### src/rtl/jvm_fetch_pkg.sv
// Shared JVM front-end definitions: fetch sequencer states, opcode constants
// and the operand-length table used by both the fetch sequencer and the decoder.
package jvm_fetch_pkg;

    typedef enum logic [2:0] {
        ST_LOAD  = 3'd0,
        ST_OPC   = 3'd1,
        ST_OPND1 = 3'd2,
        ST_OPND2 = 3'd3,
        ST_EMIT  = 3'd4
    } fetch_state_e;

    localparam logic [7:0] BIPUSH   = 8'h10;
    localparam logic [7:0] SIPUSH   = 8'h11;
    localparam logic [7:0] LDC      = 8'h12;
    localparam logic [7:0] ILOAD    = 8'h15;
    localparam logic [7:0] ISTORE   = 8'h36;
    localparam logic [7:0] IINC     = 8'h84;
    localparam logic [7:0] IF_FIRST = 8'h99;
    localparam logic [7:0] GOTO     = 8'hA7;

    // Number of operand bytes following an opcode; the if*/goto block is a contiguous range.
    function automatic logic [1:0] operand_len(input logic [7:0] op);
        logic [1:0] len;
        case (op)
            BIPUSH, LDC, ILOAD, ISTORE: len = 2'd1;
            SIPUSH, IINC:               len = 2'd2;
            default: begin
                if ((op >= IF_FIRST) && (op <= GOTO)) begin
                    len = 2'd2;
                end else begin
                    len = 2'd0;
                end
            end
        endcase
        return len;
    endfunction

endpackage

### src/rtl/bytecode_fetch_ctrl.sv
// Fetch sequencer: loads the byte generator PC, assembles opcode + operands into
// one instruction per decoder handshake, and restarts cleanly on branch redirect.
module bytecode_fetch_ctrl
    import jvm_fetch_pkg::*;
#(
    parameter int                       ADDRESS_WIDTH = 8,
    parameter logic [ADDRESS_WIDTH-1:0] RESET_PC      = '0
) (
    input  logic                     clk,
    input  logic                     pc_reset,
    output logic                     fetch_start,
    input  logic                     fetch_ready,
    input  logic [7:0]               fetch_byte,
    output logic                     fetch_pc_load_n,
    output logic [ADDRESS_WIDTH-1:0] fetch_pc_value,
    input  logic                     redirect_valid,
    input  logic [ADDRESS_WIDTH-1:0] redirect_pc,
    output logic                     insn_valid,
    input  logic                     insn_ready,
    output logic [7:0]               insn_opcode,
    output logic [15:0]              insn_operand,
    output logic [1:0]               insn_len,
    output logic [ADDRESS_WIDTH-1:0] insn_pc
);

    fetch_state_e             state_q, state_d;
    logic [ADDRESS_WIDTH-1:0] load_addr_q, load_addr_d;
    logic [ADDRESS_WIDTH-1:0] fetch_addr_q, fetch_addr_d;
    logic [7:0]               opcode_q, opcode_d;
    logic [15:0]              operand_q, operand_d;
    logic [1:0]               len_q, len_d;
    logic [ADDRESS_WIDTH-1:0] pc_q, pc_d;
    logic                     consume_s;
    logic                     redirect_s;

    assign fetch_start     = (state_q == ST_OPC) || (state_q == ST_OPND1) || (state_q == ST_OPND2);
    assign fetch_pc_load_n = (state_q != ST_LOAD);
    assign fetch_pc_value  = load_addr_q;
    assign insn_valid      = (state_q == ST_EMIT);
    assign insn_opcode     = opcode_q;
    assign insn_operand    = operand_q;
    assign insn_len        = len_q;
    assign insn_pc         = pc_q;

    // A redirect outranks a byte arriving in the same cycle, so that byte is dropped.
    assign redirect_s = redirect_valid && (state_q != ST_LOAD);
    assign consume_s  = fetch_start && fetch_ready && !redirect_valid;

    // Next-state and instruction assembly.
    always_comb begin
        state_d      = state_q;
        load_addr_d  = load_addr_q;
        fetch_addr_d = fetch_addr_q;
        opcode_d     = opcode_q;
        operand_d    = operand_q;
        len_d        = len_q;
        pc_d         = pc_q;

        case (state_q)
            ST_LOAD: begin
                fetch_addr_d = load_addr_q;
                state_d      = ST_OPC;
            end
            ST_OPC: begin
                if (consume_s) begin
                    opcode_d  = fetch_byte;
                    pc_d      = fetch_addr_q;
                    len_d     = operand_len(fetch_byte);
                    operand_d = 16'h0000;
                    if (operand_len(fetch_byte) == 2'd0) begin
                        state_d = ST_EMIT;
                    end else begin
                        state_d = ST_OPND1;
                    end
                end else begin
                    state_d = ST_OPC;
                end
            end
            ST_OPND1: begin
                if (consume_s) begin
                    if (len_q == 2'd2) begin
                        operand_d = {fetch_byte, 8'h00};
                        state_d   = ST_OPND2;
                    end else begin
                        operand_d = {8'h00, fetch_byte};
                        state_d   = ST_EMIT;
                    end
                end else begin
                    state_d = ST_OPND1;
                end
            end
            ST_OPND2: begin
                if (consume_s) begin
                    operand_d = {operand_q[15:8], fetch_byte};
                    state_d   = ST_EMIT;
                end else begin
                    state_d = ST_OPND2;
                end
            end
            ST_EMIT: begin
                if (insn_ready) begin
                    state_d = ST_OPC;
                end else begin
                    state_d = ST_EMIT;
                end
            end
            default: begin
                state_d = ST_LOAD;
            end
        endcase

        if (consume_s) begin
            fetch_addr_d = fetch_addr_q + ADDRESS_WIDTH'(1);
        end else begin
            fetch_addr_d = fetch_addr_d;
        end

        // An EMIT-cycle handshake still completes; the redirect only steers the next state.
        if (redirect_s) begin
            load_addr_d = redirect_pc;
            state_d     = ST_LOAD;
        end else begin
            load_addr_d = load_addr_d;
        end
    end

    // FSM state register.
    always_ff @(posedge clk or negedge pc_reset) begin
        if (!pc_reset) begin
            state_q <= ST_LOAD;
        end else begin
            state_q <= state_d;
        end
    end

    // Address and instruction registers.
    always_ff @(posedge clk or negedge pc_reset) begin
        if (!pc_reset) begin
            load_addr_q  <= RESET_PC;
            fetch_addr_q <= RESET_PC;
            opcode_q     <= 8'h00;
            operand_q    <= 16'h0000;
            len_q        <= 2'd0;
            pc_q         <= '0;
        end else begin
            load_addr_q  <= load_addr_d;
            fetch_addr_q <= fetch_addr_d;
            opcode_q     <= opcode_d;
            operand_q    <= operand_d;
            len_q        <= len_d;
            pc_q         <= pc_d;
        end
    end

endmodule

### config.mk
export PLATFORM = sky130hd
export DESIGN_NAME = bytecode_fetch_ctrl
export DESIGN_NICKNAME = d
export VERILOG_FILES = /design/src/rtl/jvm_fetch_pkg.sv /design/src/rtl/bytecode_fetch_ctrl.sv
export SDC_FILE = /design/constraint.sdc
export NUM_CORES = 1
export LEC_CHECK = 0
export ABC_AREA = 1
export ABC_CLOCK_PERIOD_IN_PS = 1900
export BUFFER_PORTS_ARGS = -buffer_cell sky130_fd_sc_hd__buf_2
export CORE_MARGIN = 5
export CORE_UTILIZATION = 52
export CTS_CLUSTER_SIZE = 25
export DETAILED_ROUTE_END_ITERATION = 6
export GPL_TIMING_DRIVEN = 0
export PLACE_DENSITY = 0.91
export SETUP_SLACK_MARGIN = 0.05
export SLEW_MARGIN = 0
export SYNTH_ARGS = -nofsm -noshare
export SYNTH_HDL_FRONTEND = slang
export SYNTH_SLANG_ARGS = --single-unit
### constraint.sdc
create_clock -name clk -period 1.9 [get_ports clk]
set_input_delay 0.19 -clock clk [delete_from_list [all_inputs] [get_ports clk]]
set_output_delay 0.19 -clock clk [all_outputs]
set_load 0.01 [all_outputs]
After elaboration in Yosys (flattened, before gate mapping)

Index checks and enable logic that the tools add are counted.
W data, S select, Z words.

Flip-flop bits (word level): 53
Input port bits: 21
Output and inout port bits: 45
Word-level logic and storage cells: 63

$add $sub $neg: 1
Magnitude comparators: 2
Equal/unequal tests: 14
Multiplexer cells: 19
Bitwise gates (word level): 1
Reduce and logical (&&, ||, !) cells: 18

Operator list:

| cell                  | number |
|---|---|
| $mux W16              | 3 |
| $pmux W16 S3          | 1 |
| $eq A8 B5 Y1 const B  | 4 |
| $mux W8               | 3 |
| $mux W3               | 7 |
| $pmux W3 S5           | 1 |
| $add A8 B1 Y8 const B | 1 |
| $eq A8 B6 Y1 const B  | 1 |
| $eq A8 B8 Y1 const B  | 1 |
| $ge A8 B8 Y1 const B  | 1 |
| $le A8 B8 Y1 const B  | 1 |
| $reduce_and A4 Y1     | 2 |
| $eq A3 B2 Y1 const B  | 2 |
| $mux W2               | 3 |
| $ne A2 B2 Y1 const B  | 3 |
| $reduce_bool A3 Y1    | 2 |
| $logic_and A1 B1 Y1   | 4 |
| $pmux W2 S2           | 1 |
| $reduce_bool A2 Y1    | 2 |
| $reduce_or A4 Y1      | 1 |
| $eq A3 B1 Y1 const B  | 1 |
| $eq A3 B3 Y1 const B  | 1 |
| $logic_not A3 Y1      | 1 |
| $eq A2 B2 Y1 const B  | 1 |
| 6 further kinds       | 7 |

Longest topological paths before layout

Gate-level depths: netlist of run 1.

Word-level depth: 12
Depth in mapped cells: 10
Depth with buffers taken out: 10

Worst setup path before layout of run 1

No wires, ideal clock.

Path type: reg-to-reg
From: reg state_q[2]
To: reg opcode_q[4], in the netlist insn_opcode[4]
Library setup time: 131 ps
Data arrival time: 1202 ps
Required time: 1769 ps
Slack: 567 ps
Cell stages (with the launch flop): 8
Buffers on the path: 1
Period minus slack after synthesis: 1333 ps
Cells stage by stage: dfrtp_1 -> inv_2 -> nand3_1 -> nor2_1 -> inv_2 -> clkbuf_1 -> nand2_1 -> o21ai_0

Longest elaborated chain between the ends: 6
Elaborated cells on any way between the ends: 8
Those cells by class: eq/ne: 3; reduce/logical: 5

RTL lines:

| what                                                | RTL line                                             | source |
|---|---|---|
| from (decl)                                         | bytecode_fetch_ctrl.sv:26                            | `fetch_state_e state_q, state_d;` |
| from (signal assigned)                              | bytecode_fetch_ctrl.sv:132                           | `state_q <= state_d;` |
| $eq A3 B1 Y1 / $eq A3 B2 Y1 (equally long branches) | bytecode_fetch_ctrl.sv:36, bytecode_fetch_ctrl.sv:59 |  |
| $logic_or A1 B1 Y1 (2 in series)                    | bytecode_fetch_ctrl.sv:36                            | `assign fetch_start = (state_q == ST_OPC) \|\| (state_q == ST_OPND1) \|\| (state_q == ST_OPND2);` |
| $logic_and A1 B1 Y1 (2 in series)                   | bytecode_fetch_ctrl.sv:47                            | `assign consume_s = fetch_start && fetch_ready && !redirect_valid;` |
| $reduce_and A2 Y1 (no source line) *                | --                                                   |  |
| to (signal assigned)                                | bytecode_fetch_ctrl.sv:148                           | `opcode_q <= opcode_d;` |
| to (decl)                                           | bytecode_fetch_ctrl.sv:29                            | `logic [7:0] opcode_q, opcode_d;` |

Mark *: on every way between the ends. The rest lies on a longest branch, timed or not.
A chain may end at the register's enable or synchronous reset.

Worst setup path in the final report of run 1

From: reg state_q[0]
To: reg state_q[2]

Longest elaborated chain between the ends: 8
Elaborated cells on any way between the ends: 16
Those cells by class: eq/ne: 4; mux: 5; reduce/logical: 7

RTL lines:

| what                                                | RTL line                                                                        | source |
|---|---|---|
| $eq A3 B1 Y1 / $eq A3 B2 Y1 (equally long branches) | bytecode_fetch_ctrl.sv:36, bytecode_fetch_ctrl.sv:59                            |  |
| $logic_or A1 B1 Y1 (2 in series)                    | bytecode_fetch_ctrl.sv:36                                                       |  |
| $logic_and A1 B1 Y1 (2 in series)                   | bytecode_fetch_ctrl.sv:47                                                       |  |
| $mux W3 (on tied branches)                          | bytecode_fetch_ctrl.sv:93, bytecode_fetch_ctrl.sv:65, bytecode_fetch_ctrl.sv:80 |  |
| $pmux W3 S5                                         | bytecode_fetch_ctrl.sv:59                                                       | `case (state_q)` |
| $mux W3 *                                           | bytecode_fetch_ctrl.sv:119                                                      | `if (redirect_s) begin` |
| named net state_d[2]                                | bytecode_fetch_ctrl.sv:26                                                       |  |

The timed path passes the listed nets; every way through them passes the cells marked *.

==> results of run 1 <==
metrics by stage:
stage	power [mW]	utilization, %
global placement	3.12	63.0
global route	4.10	65.0
detailed placement	3.18	63.0
finish	3.80	65.0
floorplan	2.61	-
CTS	3.82	65.0
how the worst max path moves through the flow:
stage / end / slack [ps] / depth (start not counted)
after floorplan: insn_opcode[4] / 570 / 7
after detailed placement: insn_opcode[4] / 340 / 7
after global routing: insn_pc[0] / 130 / 6
after CTS: insn_opcode[4] / 340 / 7
after global placement: insn_opcode[4] / 370 / 7
final: state_q[2] / 320 / 6
layer usage:
layer | global-route usage (%) | share of wire [%] | up-vias
li1 | - | - | 1057
met1 | 26.6 | 46 | 982
met2 | 30.5 | 45 | 79
met3 | 4.75 | 7.0 | 7
met4 | 5.84 | 1.2 | 0
met5 | 0 | 0 | -
critical path, cell delays in order, from the launching register on:
cell and delay (ps):
dfrtp_1 510, nor2_4 100, nor3_4 360, nand3_2 260, o21ai_0 140, nor2_1 60, nor2_1 80
cell families after synthesis:
family	count (synthesis)	share of synthesized area (%)
simple gates	127	22.7
compound gates	55	12.9
flops	53	55.5
buf+inv	45	7.22
xor+xnor	3	1.10
fa+ha+maj	1	0.523
final cells by class:
class / instances / area [µm²]
Buffer: 5 / 22.5
Sequential cell: 53 / 1330
Multi-Input combinational cell: 186 / 891
Clock buffer: 5 / 68.8
Fill cell: 363 / 1540
Timing Repair Buffer: 65 / 325
Inverter: 40 / 150
Tap cell: 52 / 65.1
Clock inverter: 3 / 21.3
sequential cells by signal, indices dropped and copies added, names as in the netlist:
name            cells
insn_len            2
insn_pc             8
fetch_pc_value      8
insn_opcode         8
state_q             3
fetch_addr_q        8
insn_operand       16
report_power, final:
part | internal [mW] | switching, mW
Clock | 0.262 | 0.380
Combinational | 0.535 | 0.858
Sequential | 1.49 | 0.275
cell usage in the layout, fill, tap and decap left out, drive strengths merged:
cell,n
nand2,87
nor2,26
nand4,2
o211ai,3
ha,1
o221ai,1
a22oi,2
clkbuf,7
o22ai,8
xor2,3
nand3,10
clkinvlp,1
a21oi,4
inv,41
o21ai,36
buf,68
nand3b,1
clkinv,1
a41oi,1
nor3,1
dfrtp,53
==> results.py, run 1 <==
metrics = {
    "status": {
        "status": "finished, final reports clean",
    },
    "power_and_ir_drop": {
        "powerDensity_mw_per_mm2": 1320,
        "power_leakage_nw": 1.55,
        "vdd_drop_max_v": 0.000795,
    },
    "synth": {
        "synth_common_cells": "nand2_1 (84), dfrtp_1 (53), inv_1 (37), o21ai_0 (35), nor2_1 (22)",
        "yosys-top-cells-area": "dfrtp_1 (55%), nand2_1 (13%), o21ai_0 (7.3%)",
        "yosysWarnings": 0,
        "yosysUniqueCellTypes": 26,
        "syn-num-nets": 306,
        "synth_area_mm2": 0.00239,
        "ys_ff_latch": 53,
        "yosysTopAreaCellShare_pct": 55.5,
        "synth_most_common_cell": "nand2_1",
        "async_reset_ff_share_pct": 100,
        "synth_cells": 284,
        "synth.avg_cell_area_um2": 8.41,
        "synth_enable_flop_cells": 0,
        "synth_flop_cell": "dfrtp_1",
        "yosys.area.top_type": "dfrtp_1",
        "ys_seq_area_share_pct": 55.5,
    },
    "timing": {
        "tns_ps": 0,
        "slew_headroom_pct": 23.8,
        "worst_slack_ps": 321,
        "slew_viol_final": 0,
        "worst_pin_slew_ps": 1140,
        "rsz0062_at_grt": "false",
        "period_needed_ps": 1580,
        "period_share_pct": 83.1,
        "setup_viol": 0,
        "hold_slack_ps": 76.5,
        "fmax_ghz": 0.633,
        "finalHoldViolations": 0,
        "fin_worst_skew_ps": 11.5,
    },
    "clock_network": {
        "cts_buffers": 5,
        "cts_tree": "done",
        "clk_latency_ps": 310,
        "cts_num_sinks": 53,
        "cts.clk_slew.worst_paths_ps": 90,
        "cts_buffer_depth": 2,
        "cts_resized": 0,
        "ctsHoldBuffers": 0,
        "ctsRootBufferMaster": "clkbuf_8",
        "post_cts_buffers": 0,
        "htree_num_levels": 2,
    },
    "setup_path": {
        "startpoint": "state_q[0]",
        "rrSetupSlack_ps": 320,
        "startpoint_type": "register",
        "r2r-start": "state_q[0]",
        "ff2ff_path_depth": 6,
        "worstSetupEndpointType": "register",
        "r2r_end": "state_q[2]",
        "arrival_ps": 1820,
        "worstPathRequired_ps": 2140,
        "path_class": "register to register",
        "crit_path_max_fanout": 9,
    },
    "layout": {
        "final_net_count": 378,
        "fin_cells": 409,
        "final_layout_size_suffix_gt1_share_pct": 25.2,
        "area_growth_pct": 20.1,
        "fin_area_mm2": 0.00287,
        "antennaDiodeCount": 0,
    },
    "route": {
        "drtAntennaViolNets": 0,
        "num_vias": 2125,
        "drt-total-wl_um": 5460,
        "drtIter0Drc": 194,
        "viasPerCell": 5.20,
        "drt_first_pass_iters": 5,
        "route.detailed.wl_per_inst_um": 13.3,
        "drc_errors": 0,
    },
    "grt": {
        "grt_max_degree": 54,
        "track_usage_pct": 19.4,
        "antenna_found_initial": 0,
        "overflow": 0,
        "grt_pass1_vias": 2026,
        "grt_pass1_wl_um": 9610,
    },
    "placed_design": {
        "post-place-ws_ps": 343,
        "port_buffers": 65,
        "gp_congestion": 0.834,
        "placed_cell_area_mm2": 0.00278,
        "hpwlAfterDp_um": 4160,
        "dpl.cell_count": 401,
    },
    "die": {
        "die_x_um": 77.8,
        "die_area_mm2": 0.00605,
        "core_mm2": 0.00441,
        "initial_utilization_pct": 54.1,
        "pin_count": 66,
        "rows": 24,
        "die_height_um": 77.8,
    },
    "hold_path": {
        "min_delay_path_depth": 3,
        "hold_path.class": "input port to register",
        "worstHoldStart": "redirect_pc[3]",
        "holdPathEnd": "fetch_pc_value[3]",
    },
    "flow_run": {
        "max_cap_viol_count": 0,
    },
}
No activity file was read; power rests on OpenSTA's default activity.
==> run 2: changes to the inputs <==
- ABC_AREA: 1 -> 0
- ABC_CLOCK_PERIOD_IN_PS: 1900 -> 1250
- CORE_UTILIZATION: 52 -> 46
- PLACE_DENSITY: 0.91 -> 0.87
- clock period: 1.9 -> 1.25 ns (I/O delays scaled with it)
==> results.py, run 2 <==
metrics = {
    "status": {
        "status": "complete, but fails checks",
        "failed_checks": "negative setup slack",
    },
    "die": {
        "die_x_um": 81.2,
        "pin_count": 66,
        "initial_utilization_pct": 46.6,
        "core_mm2": 0.00501,
        "rows": 26,
        "die_area_mm2": 0.00660,
        "die_height_um": 81.2,
    },
    "route": {
        "drt_first_pass_iters": 4,
        "drtAntennaViolNets": 0,
        "drt-total-wl_um": 6620,
        "route.detailed.wl_per_inst_um": 18.2,
        "drc_errors": 0,
        "drtIter0Drc": 157,
        "viasPerCell": 5.57,
        "num_vias": 2028,
    },
    "layout": {
        "final_net_count": 315,
        "antennaDiodeCount": 0,
        "multiInputGateArea_mm2": 0.00112,
        "seqCellArea_mm2": 0.00133,
        "fillers": 357,
        "final_util_pct": 66.0,
        "largest_reg_flops": 16,
        "final_layout_size_suffix_gt1_share_pct": 54.1,
        "area_growth_pct": 41.7,
        "final_common_cell": "buf_2",
        "fin_cells": 364,
        "fin_area_mm2": 0.00331,
        "layout_common_cells": "buf_2 (63), dfrtp_1 (53), buf_6 (20)",
    },
    "grt": {
        "track_usage_pct": 19.7,
        "grt_max_degree": 54,
        "overflow": 0,
        "antenna_found_initial": 0,
        "grt_pass1_vias": 2049,
        "grt_pass1_wl_um": 10000,
    },
    "placed_design": {
        "gp_congestion": 0.812,
        "hpwlAfterDp_um": 3920,
        "port_buffers": 65,
        "placed_cell_area_mm2": 0.00280,
        "post-place-ws_ps": -443,
        "dpl.cell_count": 330,
    },
    "synth": {
        "yosysTopAreaCellShare_pct": 56.8,
        "ys_ff_latch": 53,
        "synth.avg_cell_area_um2": 12.0,
        "synth_compound_area_share_pct": 14.6,
        "synth_most_common_cell": "dfrtp_1",
        "yosysWarnings": 0,
        "synth_common_cells": "dfrtp_1 (53), mux2_2 (21), a22o_1 (16), nand2_1 (16), nor2_1 (11)",
        "yosys.area.top_type": "dfrtp_1",
        "synth_area_mm2": 0.00233,
        "yosys-top-cells-area": "dfrtp_1 (57%), mux2_2 (10%), a22o_1 (6.0%)",
        "synth_simple_gate_area_share_pct": 13.9,
        "synth_enable_flop_cells": 0,
        "yosysUniqueCellTypes": 47,
        "synth_flop_cell": "dfrtp_1",
        "async_reset_ff_share_pct": 100,
        "synth_xor_area_share_pct": 0.375,
        "syn-num-nets": 217,
        "synth_top_family_by_area": "compound AO/OA/AOI/OAI gates",
        "synth_cells": 195,
        "synth.area.mux_share_pct": 10.6,
        "ys_seq_area_share_pct": 56.8,
        "synth_fa_ha_area_share_pct": 0.965,
    },
    "timing": {
        "period_share_pct": 131,
        "worst_slack_ps": -390,
        "tns_ps": -15400,
        "finalHoldViolations": 0,
        "worst_pin_slew_ps": 1130,
        "setup_viol": 56,
        "period_needed_ps": 1640,
        "slew_viol_final": 0,
        "fin_worst_skew_ps": 5.45,
        "hold_slack_ps": 33.5,
        "fmax_ghz": 0.610,
        "slew_headroom_pct": 25.0,
        "rsz0062_at_grt": "true",
    },
    "power_and_ir_drop": {
        "power_mw": 6.83,
        "power_leakage_nw": 1.64,
        "powerDensity_mw_per_mm2": 2060,
        "vdd_drop_max_v": 0.00125,
    },
    "clock_network": {
        "ctsRootBufferMaster": "clkbuf_8",
        "cts_buffer_depth": 2,
        "cts.clk_slew.worst_paths_ps": 90,
        "clk_latency_ps": 300,
        "cts_tree": "done",
        "ctsHoldBuffers": 0,
        "cts_num_sinks": 53,
        "htree_num_levels": 2,
        "cts_buffers": 5,
    },
    "setup_path": {
        "path_buf_inv": 2,
        "path_cells": "buf_6 > nor3b_4 > buf_4 > nand3b_4 > or3b_1 > a21oi_1",
        "startpoint_type": "register",
        "path_class": "register to register",
        "cp_slowest_cell": "or3b_1",
        "arrival_ps": 1860,
        "critPathTopFamily": "simple AND/OR/NAND/NOR gates",
        "crit_path_max_fanout": 5,
        "worstSetupEndpointType": "register",
        "critPathMaxStageDelay_ps": 390,
        "worstPathRequired_ps": 1470,
    },
    "hold_path": {
        "hold_path.class": "input port to asynchronous set/reset pin",
    },
    "flow_run": {
        "max_cap_viol_count": 0,
    },
}
## run 2: cell count changes after synthesis, sizes merged, moves of 5 or more
cell	before	now
o21ai	36	9
inv	40	5
buf	3	8
o22ai	8	1
nand2	87	17
nor2	26	11
nand3	10	5
mux2	0	22
a21oi	4	10
a22o	0	16
## run 2: final cells by class
| type | instances | area share, % |
|---|---|---|
| Clock inverter | 1 | 0.227 |
| Tap cell | 70 | 2.65 |
| Inverter | 5 | 0.568 |
| Buffer | 7 | 2.27 |
| Multi-Input combinational cell | 130 | 33.9 |
| Sequential cell | 53 | 40.1 |
| Timing Repair Buffer | 91 | 18.0 |
| Clock buffer | 7 | 2.31 |
## run 2: kinds of logic after synthesis
kind of cell / count (synthesis)
adders and majority gates: 2
xor gates and xnor gates: 1
and+or+nand+nor: 57
AOI/OAI and AO/OA: 47
muxes: 22
buffers and inverters: 13
DFF: 53
## run 2: repair_timing
action,CTS,global route
cloned,1,1
setup buffers,18,9
pin swaps,14,21
endpoints found under the setup margin,56,56
resized for setup,26,33
endpoints found under the hold margin,0,0
## run 2: worst paths after layout
kind | start | to | slack [ps] | depth (start not counted)
max in group asynchronous | pc_reset | fetch_addr_q[7] | 520 | 1
worst min-delay path | pc_reset | insn_opcode[6] | 30 | 1
worst max-delay path | state_q[2] | state_q[2] | -390 | 6
min in group clk | redirect_pc[0] | fetch_pc_value[0] | 50 | 2
worst min register to register | insn_opcode[7] | insn_opcode[7] | 490 | 2
worst max register to register | state_q[2] | state_q[2] | -390 | 6
## run 2: worst reg2reg max path, stage by stage (launching register included)
cell and delay [ps]:
dfrtp_1 380, buf_6 130, nor3b_4 230, buf_4 160
nand3b_4 120, or3b_1 390, a21oi_1 150
## run 2: report_power, final
| part | leakage [nW] | total [mW] | switching (mW) | internal (mW) |
|---|---|---|---|---|
| sequential | 0.672 | 2.73 | 0.448 | 2.28 |
| clock | 0.0385 | 0.934 | 0.537 | 0.398 |
| combinational | 0.929 | 3.17 | 1.53 | 1.63 |
| total | 1.64 | 6.83 | 2.52 | 4.31 |
## run 2: layer usage
metal  share of wire, %  track usage, %  vias up
met5                  0               0        -
met4                2.0            8.78        0
met3                3.9            3.66       14
met2                 52            32.9       71
met1                 42            24.8     1031
li1                   -               -      912
